`src/rtl/gpu_ram_rr_arbiter.sv`:
```
// rtl/gpu_ram_rr_arbiter.sv - round-robin GPU RAM port arbiter with burst lock and read-return routing
module gpu_ram_rr_arbiter #(
  parameter int N_PORTS           = 4,
  parameter int READ_CLOCK_CYCLES = 2,
  parameter int MAX_BURST         = 4,
  parameter int ADDR_W            = 20
) (
  input  logic                    clk,
  input  logic                    reset,
  input  logic [N_PORTS-1:0]      req_valid,
  output logic [N_PORTS-1:0]      req_ready,
  input  logic [N_PORTS-1:0]      req_wr,
  input  logic [N_PORTS-1:0]      req_16bit,
  input  logic [N_PORTS*ADDR_W-1:0] req_addr,
  input  logic [N_PORTS*16-1:0]   req_data,
  output logic                    ram_wr_ena,
  output logic                    ram_rd_req,
  output logic                    ram_ena_16bit,
  output logic [ADDR_W-1:0]       ram_address,
  output logic [15:0]             ram_data_out,
  input  logic [15:0]             ram_data_in,
  output logic [N_PORTS-1:0]      rd_rdy,
  output logic [15:0]             rd_data
);

  localparam int IW = $clog2(N_PORTS);
  localparam int CW = 4;
  localparam int RD = READ_CLOCK_CYCLES;

  logic [IW-1:0]     last_grant;
  logic [CW-1:0]     burst_cnt;
  logic              grant_any;
  logic [IW-1:0]     grant_idx;
  logic [IW-1:0]     cand [N_PORTS];
  logic [ADDR_W-1:0] addr_arr [N_PORTS];
  logic [15:0]       data_arr [N_PORTS];

  logic [RD-1:0]         pipe_vld;
  logic [RD-1:0][IW-1:0] pipe_port;

  // cand[k] is the (k+1)-th port after last_grant, wrapping; the last entry is last_grant itself
  for (genvar k = 1; k <= N_PORTS; k++) begin : g_cand
    logic [IW:0] sum;
    assign sum = {1'b0, last_grant} + (IW+1)'(k);
    assign cand[k-1] = (sum >= (IW+1)'(N_PORTS)) ? IW'(sum - (IW+1)'(N_PORTS)) : IW'(sum);
  end

  for (genvar i = 0; i < N_PORTS; i++) begin : g_unpack
    assign addr_arr[i] = req_addr[i*ADDR_W +: ADDR_W];
    assign data_arr[i] = req_data[i*16 +: 16];
  end

  // burst_cnt==0 means the previous cycle was idle, so the lock only holds during an active stream
  always_comb begin
    grant_any = 1'b0;
    grant_idx = last_grant;
    if (burst_cnt != '0 && burst_cnt < CW'(MAX_BURST) && req_valid[last_grant]) begin
      grant_any = 1'b1;
    end else begin
      for (int k = 0; k < N_PORTS; k++) begin
        if (!grant_any && req_valid[cand[k]]) begin
          grant_any = 1'b1;
          grant_idx = cand[k];
        end
      end
    end
  end

  assign req_ready = grant_any ? (N_PORTS'(1) << grant_idx) : '0;
  assign rd_data   = ram_data_in;

  always_ff @(posedge clk or posedge reset) begin
    if (reset) begin
      last_grant    <= IW'(N_PORTS - 1);
      burst_cnt     <= '0;
      ram_wr_ena    <= 1'b0;
      ram_rd_req    <= 1'b0;
      ram_ena_16bit <= 1'b0;
      ram_address   <= '0;
      ram_data_out  <= '0;
    end else begin
      ram_wr_ena <= 1'b0;
      ram_rd_req <= 1'b0;
      if (grant_any) begin
        last_grant    <= grant_idx;
        ram_wr_ena    <= req_wr[grant_idx];
        ram_rd_req    <= !req_wr[grant_idx];
        ram_ena_16bit <= req_16bit[grant_idx];
        ram_address   <= addr_arr[grant_idx];
        ram_data_out  <= data_arr[grant_idx];
        if (grant_idx == last_grant)
          burst_cnt <= (burst_cnt >= CW'(MAX_BURST)) ? burst_cnt : burst_cnt + CW'(1);
        else
          burst_cnt <= CW'(1);
      end else begin
        burst_cnt <= '0;
      end
    end
  end

  // Stage 0 is written on the same edge that raises ram_rd_req; rd_rdy is registered off the last stage
  always_ff @(posedge clk or posedge reset) begin
    if (reset) begin
      pipe_vld  <= '0;
      pipe_port <= '0;
      rd_rdy    <= '0;
    end else begin
      pipe_vld[0]  <= grant_any && !req_wr[grant_idx];
      pipe_port[0] <= grant_idx;
      for (int k = 1; k < RD; k++) begin
        pipe_vld[k]  <= pipe_vld[k-1];
        pipe_port[k] <= pipe_port[k-1];
      end
      rd_rdy <= pipe_vld[RD-1] ? (N_PORTS'(1) << pipe_port[RD-1]) : '0;
    end
  end

endmodule

```
`config.mk`:
```
export PLATFORM = sky130hd
export DESIGN_NAME = gpu_ram_rr_arbiter
export DESIGN_NICKNAME = d
export VERILOG_FILES = /design/src/rtl/gpu_ram_rr_arbiter.sv
export SDC_FILE = /design/constraint.sdc
export NUM_CORES = 1
export LEC_CHECK = 0
export BUFFER_PORTS_ARGS = -buffer_cell sky130_fd_sc_hd__buf_2
export CORE_ASPECT_RATIO = 1.5
export CORE_MARGIN = 2
export CORE_UTILIZATION = 35
export DETAILED_ROUTE_END_ITERATION = 12
export GPL_TIMING_DRIVEN = 0
export PLACE_DENSITY_LB_ADDON = 0.3
export SYNTH_ARGS = -nofsm -noshare
export SYNTH_HDL_FRONTEND = slang
export SYNTH_SLANG_ARGS = --single-unit
```
`constraint.sdc`:
```
create_clock -name clk -period 4.6 [get_ports clk]
set_input_delay 1.38 -clock clk [delete_from_list [all_inputs] [get_ports clk]]
set_output_delay 1.38 -clock clk [all_outputs]
set_load 0.005 [all_outputs]
```
; After elaboration in Yosys (flattened, before gate mapping)
; Cells that the tools add are included.
; Widths: inputs -> output; s select.
[op_classes]
addsub = 9
magnitude_cmp = 13
n_eq_ne = 2
n_shift = 2
mux = 44
bitwise_logic = 1
reduce_logical = 11
[op_table]
columns = cell, count
row1 = $bmux 20 s2, 1
row2 = $mux 20, 2
row3 = $bmux 16 s2, 1
row4 = $mux 16, 2
row5 = $mux 4, 5
row6 = $lt 2x3->1 const B, 6
row7 = $mux 2, 9
row8 = $mux 1, 17
row9 = $ge 3x3->1 const B, 5
row10 = $bmux 1 s2, 7
row11 = $shl 1x2->4 const A, 2
row12 = $sub 2x1->2 const B, 4
row13 = $add 2x2->3 const B, 2
row14 = $logic_and 1x1->1, 6
row15 = $add 4x1->4 const B, 1
row16 = $ge 4x3->1 const B, 1
row17 = $logic_not 1->1, 4
row18 = $lt 4x3->1 const B, 1
row19 = $reduce_bool 4->1, 1
row20 = $add 2x1->3 const B, 1
row21 = $add 2x3->3 const B, 1
row22 = $ne 3x3->1 const B, 1
row23 = $not 2->3, 1
row24 = $eq 2x2->1, 1
[word_totals]
ff_bits = 55
input_bits = 174
out_inout_bits = 63
wordCells = 93

; Logic depth before layout (Yosys ltp)
; Gate-level depths: netlist (run 1).
[depth]
ltp_word = 23
mapped_depth = 11
ltp_nobuf = 9

; Worst setup path after synthesis (run 1)
; OpenSTA, ideal clock, no wires.
[synth_timing]
kind = input to output
startpoint = input req_valid[1]
endpoint = output req_ready[1]
arrival_ns = 3.020
required_time_ns = 3.220
setup_slack_ns = 0.200
cell_stages = 9
n_path_buf = 4
cell_sequence = buf_2 nor3b_1 a22oi_1 a21o_1 buf_2 a211oi_4 buf_4 buf_2 nor2_1
[synth_between]
elab_chain_len = 18
word_cells_on_any_way = 32
cone_classes = 1 x shift / 24 x mux / 7 x reduce/logical
[synth_lines]
columns = element, line_no
row1 = "start, declared", 10  ; input logic [N_PORTS-1:0] req_valid,
row2 = $bmux 1 s2, 61  ; if (!grant_any && req_valid[cand[k]]) begin
row3 = $mux 1 (not written as such), 61
row4 = $mux 1, 61
row5 = $mux 1, 57  ; if (burst_cnt != '0 && burst_cnt < CW'(MAX_BURST) && req_valid[last_grant]) begin
row6 = $logic_not 1->1, 61
row7 = $logic_and 1x1->1, 61
row8 = $mux 1, 61
row9 = $mux 1, 57
row10 = [... 2 more ...], --
row11 = $mux 1, 61
row12 = $mux 1, 57
row13 = $logic_not 1->1, 61
row14 = $logic_and 1x1->1, 61
row15 = $mux 2, 61
row16 = $mux 2, 57
row17 = $shl 1x2->4, 69  ; assign req_ready = grant_any ? (N_PORTS'(1) << grant_idx) : '0;
row18 = $mux 4 *, 69
row19 = "end, declared", 11  ; output logic [N_PORTS-1:0] req_ready,
; Mark *: on every way between the ends. The rest lies on a longest branch, timed or not. The select of a mux whose other input is x is not followed.

; Worst setup path after layout (run 1)
[layout_timing]
startpoint = input req_valid[2]
endpoint = output req_ready[2]
; The elaborated chain is that of the path after synthesis.

==> results.toml, run 1 <==
[sta]
final.min_clock_period_ps = 4500
fin_ws_ps = 98.9
final.setup.tns_ps = 0
finClkSkew_ps = 11.6
finalHoldViolCount = 0
rsz0062_at_grt = "false"
tightest_slew_ps = 938
fmax_mhz = 222
drv_slew = 0
period_share_pct = 97.9
relSlewSlack_pct = 37.2
setup_viol = 0

[worst_setup_path]
cp_common_cell = "buf_4"
cp-end-kind = "output port"
crit_chain = "buf_2, buf_4, mux2i_2, a22oi_2, buf_4, a21oi_4, a211oi_4, buf_4, inv_4, nor2_1, buf_2"
r2r.worst_path.cells = 9
slowest_delay_ps = 320
crit_slowest_cell = "a21oi_4"
r2r-start = "last_grant[1]"
start_kind = "input port"
critPathKind = "in -> out"
ff2ff_setup_slack_ps = 1680
cp_top_family = "buffers and inverters"
rr_endpoint = "ram_address[11]"
path_buf_inv = 6
critPathRequiredTime_ps = 3220
worst-path-max-fanout = 16
worstPathArrival_ps = 3120

[die]
fp.dieH_um = 130
boundaryPins = 237
die_area_um2 = 11500
start_util_pct = 35.5
core-area_um2 = 10500
chipWidth_um = 88.1
rows = 46

[yosys]
yosysUniqueCellTypes = 50
yosys_warnings = 0
ys_ff_latch = 54
avgSynthCellArea_um2 = 9.36
ys_seq_area_share_pct = 36.4
synth_flop_cell = "dfrtp_1"
synth_edf_count = 0
syn_nets = 573
async_reset_ff_share_pct = 100
netlist_area_um2 = 3710
netlist_instances = 397

[global_routing]
grt_max_degree = 32
grtUsageMet3_pct = 4.17
grt_pass1_wl_um = 20300
grt_pass1_vias = 4013
grt-busiest-layer = "met2"
gr-usage-met1_pct = 26.7
grtUsageTotal_pct = 22.8
antenna_found_initial = 1
use_met2_pct = 41.2
gr-total-overflow = 0

[worst_hold_path]
min_to = "pipe_port[2]"
min_from = "pipe_port[0]"
whs_path_depth = 0
hold_class = "reg -> reg"

[route]
drt_iter0_drc = 276
totalWireLength_um = 13500
avgViaCountPerCell = 5.30
routed-via-count = 4131
post_drt_wl_per_cell_um = 17.3
ant_nets = 0
route.detailed.drc = 0
dr.pass1.iters = 4

[clock_network]
path_clk_slew_ps = 60
clk_root_buffer_cell = "clkbuf_16"
clock_path_buffers = 2
ctsHoldBuffers = 0
cts_buffers = 5
clk_latency_ps = 300
cts_sinks = 54
htreeDepth = 2
tritoncts = "built"

[placed_design]
place_area_um2 = 5020
gp_congestion = 0.894
place_hpwl_um = 10500
place_ws_ps = -463
io_buffers = 219

[flow_run]
maxCapViolations = 0

[final_layout]
ff_latch_area_um2 = 1350
multiInputGateArea_um2 = 2090
final_util_pct = 51.1
nFillCells = 1065
layout.nets = 810
final_area_um2 = 5350
area_growth_pct = 44.0
drive_gt1_share_pct = 46.3

[power_and_ir_drop]
peakVddDrop_v = 0.000386
finalPower_mw = 3.91
leakage_nw = 2.57
p_per_area_nw_per_um2 = 731

[run_status]
status = "complete, no violations"
[through the flow]
| step | cells | hold slack [ps] |
|---|---|---|
| after global placement | 760 | 333 |
| after floorplan | 397 | 331 |
| after CTS | 770 | 354 |
| final | 780 | 350 |
| after detailed placement | 762 | 339 |
| after global routing | 779 | 359 |
[timing repair]
| action | CTS | global route |
|---|---|---|
| resized for setup | 14 | 12 |
| buffers inserted | 3 | 10 |
| cloned | 0 | 0 |
| setup endpoints to repair | 4 | 4 |
| pin swaps | 2 | 4 |
[kinds of logic (layout without fill, tap and decap cells)]
kind of cell | after synthesis | in the layout | share of synthesized area, %
AOI/OAI and AO/OA | 154 | 154 | 34.2
adders and majority gates | 2 | 2 | 0.674
buffers and inverters | 66 | 304 | 9.13
DFF | 54 | 54 | 36.4
muxes | 32 | 32 | 8.99
other | 0 | 1 | 0
and+or+nand+nor | 89 | 89 | 10.6
[sequential cells by signal (all words and copies together) (netlist names)]
| name | cells |
|---|---|
| pipe_vld | 2 |
| last_grant | 2 |
| rd_rdy | 4 |
| ram_ena_16bit | 1 |
| pipe_port | 4 |
| burst_cnt | 4 |
| ram_address | 20 |
| ram_wr_ena | 1 |
| ram_data_out | 16 |
[worst max path at each step]
stage            startpoint           end  slack, ps  depth (start not counted)
4_1_cts        req_valid[3]  req_ready[1]         50                          9
3_5_place_dp   req_valid[2]  req_ready[1]       -460                         10
6_report       req_valid[2]  req_ready[2]        100                         11
2_1_floorplan  req_valid[1]  req_ready[1]        200                          9
3_3_place_gp   req_valid[2]  req_ready[1]       -360                         10
5_1_grt        req_valid[3]  req_ready[2]          9                         11
[metal layers]
metal | part of all wire [%] | routed length, um | vias up
li1 | - | - | 1993
met3 | 6.4 | 866 | 14
met4 | 1.9 | 259 | 0
met2 | 52 | 7080 | 185
met1 | 39 | 5280 | 1939
met5 | 0 | 0 | -
[cells in the final DEF, fill, tap and decap left out, types with 5 or more instances in the layout]
master       n
buf_2      227
o211ai_1    57
dfrtp_1     52
nand2_1     44
buf_4       35
mux2i_1     29
a2111o_1    26
nor2_1      23
a211oi_1    20
clkbuf_1    18
a21oi_1     18
o2111a_1    10
inv_1        9
clkbuf_16    5
[Yosys cell counts, types with 2 or more instances]
master | instances | area [um^2]
nor3_1 | 2 | 10.0
nand2b_1 | 2 | 12.5
a32oi_1 | 2 | 17.5
nor2b_1 | 3 | 18.8
buf_4 | 20 | 150
a21oi_1 | 19 | 95.1
and3_1 | 2 | 12.5
mux2i_1 | 30 | 300
clkbuf_1 | 19 | 71.3
buf_2 | 13 | 65.1
o2111a_1 | 10 | 113
dfrtp_1 | 52 | 1300
nor3b_1 | 2 | 15.0
nand2_1 | 46 | 173
nor2_1 | 23 | 86.3
and2_1 | 2 | 12.5
o21ai_0 | 3 | 15.0
inv_1 | 10 | 37.5
a211oi_1 | 20 | 150
a2111o_1 | 26 | 293
a21boi_0 | 2 | 15.0
buf_1 | 3 | 11.3
ha_1 | 2 | 25.0
o211ai_1 | 57 | 428
dfstp_2 | 2 | 52.6
[cell type report]
type | count | area share [%]
buffer | 51 | 5.76
timing repair buffer | 234 | 22.8
sequential | 54 | 25.3
antenna | 1 | 0.0468
clock buffer | 7 | 2.67
multi-input combinational | 277 | 39.1
tap | 144 | 3.37
clock inverter | 1 | 0.0936
inverter | 11 | 0.819
[where the power goes]
part / leakage, nW / switching [mW] / internal, mW
clock: 0.0739 / 0.181 / 0.217
sequential: 0.647 / 0.127 / 0.737
combinational: 1.85 / 1.49 / 1.15
(Power assumes the default switching activity.)
==> run 2: changes to the inputs <==
Settings changed: ABC_AREA from default to 1, CORE_ASPECT_RATIO 1.5 to default.
==> results.toml, run 2 <==
[run_status]
status = "complete, no violations"

[yosys]
ys_seq_area_share_pct = 33.3
synth_common_cells = "410 x nand2_1, 83 x nand3_1, 52 x dfrtp_1"
avgSynthCellArea_um2 = 6.05
async_reset_ff_share_pct = 100
synthSimpleGateAreaFrac_pct = 53.2
synth-xor-area-share_pct = 0.216
syn_nets = 847
synth_flop_cell = "dfrtp_1"
ys_ff_latch = 54
yosysUniqueCellTypes = 30
yosys-top-cells-area = "nand2_1 38%, dfrtp_1 32%, nand3_1 10%, buf_2 3.0%, buf_4 3.0%"
synth.most_common_cell = "nand2_1"
yosysTopAreaCell = "nand2_1"
synth_edf_count = 0
netlist_instances = 671
synth-adder-area-share_pct = 0.616
synth_top_cell_area_share_pct = 37.9
yosys_warnings = 0
synth_top_family_by_area = "simple AND/OR/NAND/NOR gates"
netlist_area_um2 = 4060
synth-compound-area-share_pct = 1.48
synth.area.mux_share_pct = 0

[sta]
tightest_slew_ps = 630
finalHoldViolCount = 0
drv_slew = 0
final.min_clock_period_ps = 4300
finClkSkew_ps = 10.1
period_share_pct = 93.6
final.setup.tns_ps = 0
rsz0062_at_grt = "false"
relSlewSlack_pct = 57.9
fmax_mhz = 232
setup_viol = 0

[clock_network]
ctsHoldBuffers = 0
path_clk_slew_ps = 70
clock_path_buffers = 2
cts_setup_buffers = 0
cts_sinks = 54
clk_root_buffer_cell = "clkbuf_16"
ctsResizeCount = 0
tritoncts = "built"
cts_buffers = 5
htreeDepth = 2
clk_latency_ps = 290

[die]
chipWidth_um = 112
core-area_um2 = 11400
fp.dieH_um = 112
rows = 39
boundaryPins = 237
start_util_pct = 35.7
die_area_um2 = 12500

[final_layout]
largest_reg_flops = 20
antenna_cells = 0
final_common_cell = "nand2_1"
ff_latch_area_um2 = 1350
area_growth_pct = 36.8
final_util_pct = 48.9
multiInputGateArea_um2 = 2250
layout.nets = 1074
drive_gt1_share_pct = 33.6
largestRegisters = "ram_address: 20 flops, ram_data_out: 16 flops"
nFillCells = 1243
top_register = "ram_address"
final_cell_mix = "410 x nand2_1, 243 x buf_2, 83 x nand3_1"

[route]
dr.pass1.iters = 5
route.detailed.drc = 0
avgViaCountPerCell = 4.64
post_drt_wl_per_cell_um = 13.2
drt_iter0_drc = 286
routed-via-count = 4838
totalWireLength_um = 13800
ant_nets = 0

[power_and_ir_drop]
intPower_mw = 2.65
pwr-share-comb_pct = 76.6
peakVddDrop_v = 0.000510
p_clk_share_pct = 8.5
leakage_nw = 3.49
power_frac_seq_pct = 14.9
power_switching_mw = 3.23
p_sw_share_pct = 55.0
finalPower_mw = 5.88
p_per_area_nw_per_um2 = 1060

[flow_run]
maxCapViolations = 0

[global_routing]
grtUsageTotal_pct = 21.8
antenna_found_initial = 0
grt_pass1_vias = 4560
gr-total-overflow = 0
grt_pass1_wl_um = 22000
grt_max_degree = 31

[worst_setup_path]
start_kind = "input port"
slowest_delay_ps = 280
ff2ff_setup_slack_ps = 2120
cp-end-kind = "output port"
crit_slowest_cell = "buf_2"
worstPathArrival_ps = 2920
crit_chain = "buf_2, nand2_1, nand2_1, nand2_2, nand2_2, inv_2, nand3_2, nand3_1, nand2_2, a21oi_2, buf_2, nor3_1, buf_2"
critPathKind = "in -> out"
worst-path-max-fanout = 10
critPathRequiredTime_ps = 3220

[placed_design]
io_buffers = 220
gp_congestion = 0.822
place_hpwl_um = 10800

[worst_hold_path]
hold_class = "reg -> reg"
run 2: path summary, 6_finish.rpt:
check                                    from  cells after the start               to
max in group asynchronous               reset                      3    last_grant[0]
worst max-delay path             req_valid[2]                     13     req_ready[0]
worst min-delay path             pipe_port[0]                      0     pipe_port[2]
worst max register to register  last_grant[0]                     13   ram_address[3]
min in group asynchronous               reset                      2  ram_address[10]
worst min register to register   pipe_port[0]                      0     pipe_port[2]
run 2: stage by stage:
step           area [um^2]  hold WS [ps]  cells  worst slack (ps)
2_1_floorplan         4060           331    671               707
3_3_place_gp          5340           332   1034               138
3_5_place_dp          5360           336   1035               166
4_1_cts               5560           353   1043               161
5_1_grt               5550           359   1042              88.7
6_report              5550           353   1042               296
run 2: critical path: cells and delay by family:
kind                   cells  cell delay [ps]
AO/OA/AOI/OAI              1              240
buffers and inverters      4              610
AND/OR/NAND/NOR            8              670
run 2: kinds of logic (layout without fill, tap and decap cells):
kind of cell / after synthesis / after routing
and+or+nand+nor: 526 / 526
buffers and inverters: 78 / 306
DFF: 54 / 54
AOI/OAI and AO/OA: 10 / 10
adders and majority gates: 2 / 2
xor gates and xnor gates: 1 / 1
run 2: cell type report:
type | instances | share of cell area [%]
buffer | 56 | 6.53
clock buffer | 6 | 2.50
multi-input combinational | 539 | 40.6
tap | 143 | 3.22
sequential | 54 | 24.4
clock inverter | 2 | 1.08
timing repair buffer | 221 | 20.2
inverter | 21 | 1.51
run 2: layer usage:
metal	vias up	routed length [um]	track usage (%)
li1	2511	-	-
met1	2097	5920	28.5
met2	208	6490	37.3
met3	22	1060	3.59
met4	0	292	6.17
met5	-	0	0
run 2: power by group through the flow:
| stage | clock (mW) | combinational, mW | sequential (mW) |
|---|---|---|---|
| floorplan | 0 | 3.21 | 0.891 |
| global placement | 0 | 4.52 | 0.878 |
| detailed placement | 0 | 4.57 | 0.879 |
| CTS | 0.511 | 4.57 | 0.878 |
| global route | 0.532 | 5.17 | 0.904 |
| finish | 0.497 | 4.50 | 0.877 |
==> run 3: changes to the inputs <==
Clock period 4.6 ns to 4.8 ns, I/O delays scaled along.
==> results.toml, run 3 (synthesized netlist as in run 2, its figures left out) <==
[run_status]
status = "complete, no violations"

[final_layout]
largestRegisters = "ram_address: 20 flops, ram_data_out: 16 flops"
fin_cells = 1043
drive_gt1_share_pct = 33.7
final_cell_mix = "410 x nand2_1, 244 x buf_2, 83 x nand3_1"
antenna_cells = 0
final_common_cell = "nand2_1"
top_register = "ram_address"
layout.nets = 1075
nFillCells = 1246
area_growth_pct = 36.9
largest_reg_flops = 20

[clock_network]
tritoncts = "built"
cts_sinks = 54
clk_root_buffer_cell = "clkbuf_16"
clk_latency_ps = 290
cts_setup_buffers = 0
clock_path_buffers = 2
ctsResizeCount = 0
htreeDepth = 2
path_clk_slew_ps = 70
cts_buffers = 5
ctsHoldBuffers = 0

[placed_design]
gp_congestion = 0.822
dp.cells = 1035
place_hpwl_um = 10800
io_buffers = 220

[route]
route.detailed.drc = 0
totalWireLength_um = 13800
post_drt_wl_per_cell_um = 13.2
dr.pass1.iters = 5
routed-via-count = 4872
ant_nets = 0
avgViaCountPerCell = 4.67
drt_iter0_drc = 282

[flow_run]
maxCapViolations = 0

[global_routing]
gr-total-overflow = 0
grt_pass1_vias = 4560
grt_pass1_wl_um = 22000
grt_max_degree = 31
grtUsageTotal_pct = 21.8
antenna_found_initial = 0

[sta]
finalHoldViolCount = 0
fmax_mhz = 220
finClkSkew_ps = 11.1
period_share_pct = 94.6
drv_slew = 0
relSlewSlack_pct = 58.1
final.min_clock_period_ps = 4540
final.setup.tns_ps = 0
setup_viol = 0
rsz0062_at_grt = "false"
tightest_slew_ps = 627

[die]
start_util_pct = 35.7
die_area_um2 = 12500
core-area_um2 = 11400
chipWidth_um = 112
rows = 39
fp.dieH_um = 112
boundaryPins = 237

[worst_hold_path]
min_to = "pipe_port[2]"
min_from = "pipe_port[0]"
hold_class = "reg -> reg"
whs_path_depth = 0

[worst_setup_path]
crit_chain = "buf_2, nand2_1, nand2_1, nand2_2, nand2_2, nor2_2, nand3_1, nand2_2, nand2_4, nand2_4, buf_2, inv_1, nor3_1, buf_2"
cp_top_family = "simple AND/OR/NAND/NOR gates"
critPathKind = "in -> out"
rr_endpoint = "ram_address[3]"
crit_slowest_cell = "buf_2"
r2r.worst_path.cells = 13
ff2ff_setup_slack_ps = 2320
start_kind = "input port"
cp-end-kind = "output port"
worst-path-max-fanout = 10
worstPathArrival_ps = 3100
slowest_delay_ps = 270
path_buf_inv = 4
critPathRequiredTime_ps = 3360
r2r-start = "last_grant[0]"

[power_and_ir_drop]
p_per_area_nw_per_um2 = 1010
leakage_nw = 3.49
peakVddDrop_v = 0.000438
finalPower_mw = 5.64
## run 3: cell type report
cell class	instances	area, um^2	share of cell area (%)
clock inverters	2	60.1	1.08
multi-input cells	539	2250	40.6
repair buffers	221	1120	20.2
well taps	143	179	3.22
plain buffers	57	368	6.62
clock buffers	6	139	2.50
inverters	21	83.8	1.51
flip-flops and latches	54	1350	24.4
## run 3: where the power goes
group          internal [mW]  total [mW]  switching (mW)
sequential             0.732       0.841           0.108
combinational           1.50        4.32            2.82
clock                  0.313       0.476           0.163
## run 3: stage by stage
step	cell area (um^2)	worst slack, ps	hold slack (ps)	util, %
3_3_place_gp	5340	218	332	47.0
4_1_cts	5560	241	353	48.9
6_report	5560	258	351	48.9
5_1_grt	5560	67.4	359	48.9
2_1_floorplan	4060	787	331	-
3_5_place_dp	5360	246	336	47.1
## run 3: worst max-delay path by stage
| stage | start | to | slack [ps] | cells past startpoint |
|---|---|---|---|---|
| 2_1_floorplan | req_valid[2] | req_ready[0] | 790 | 12 |
| 3_3_place_gp | req_valid[2] | req_ready[0] | 220 | 14 |
| 3_5_place_dp | req_valid[2] | req_ready[0] | 250 | 14 |
| 4_1_cts | req_valid[2] | req_ready[0] | 240 | 14 |
| 5_1_grt | req_valid[2] | req_ready[2] | 70 | 15 |
| 6_report | req_valid[2] | req_ready[2] | 260 | 14 |
## run 3: layer usage
metal	GRT usage [%]	up-vias	share of wire, %
met4	6.17	0	2.1
met3	3.59	22	7.9
met5	0	-	0
met1	28.5	2116	43
li1	-	2512	-
met2	37.3	222	47
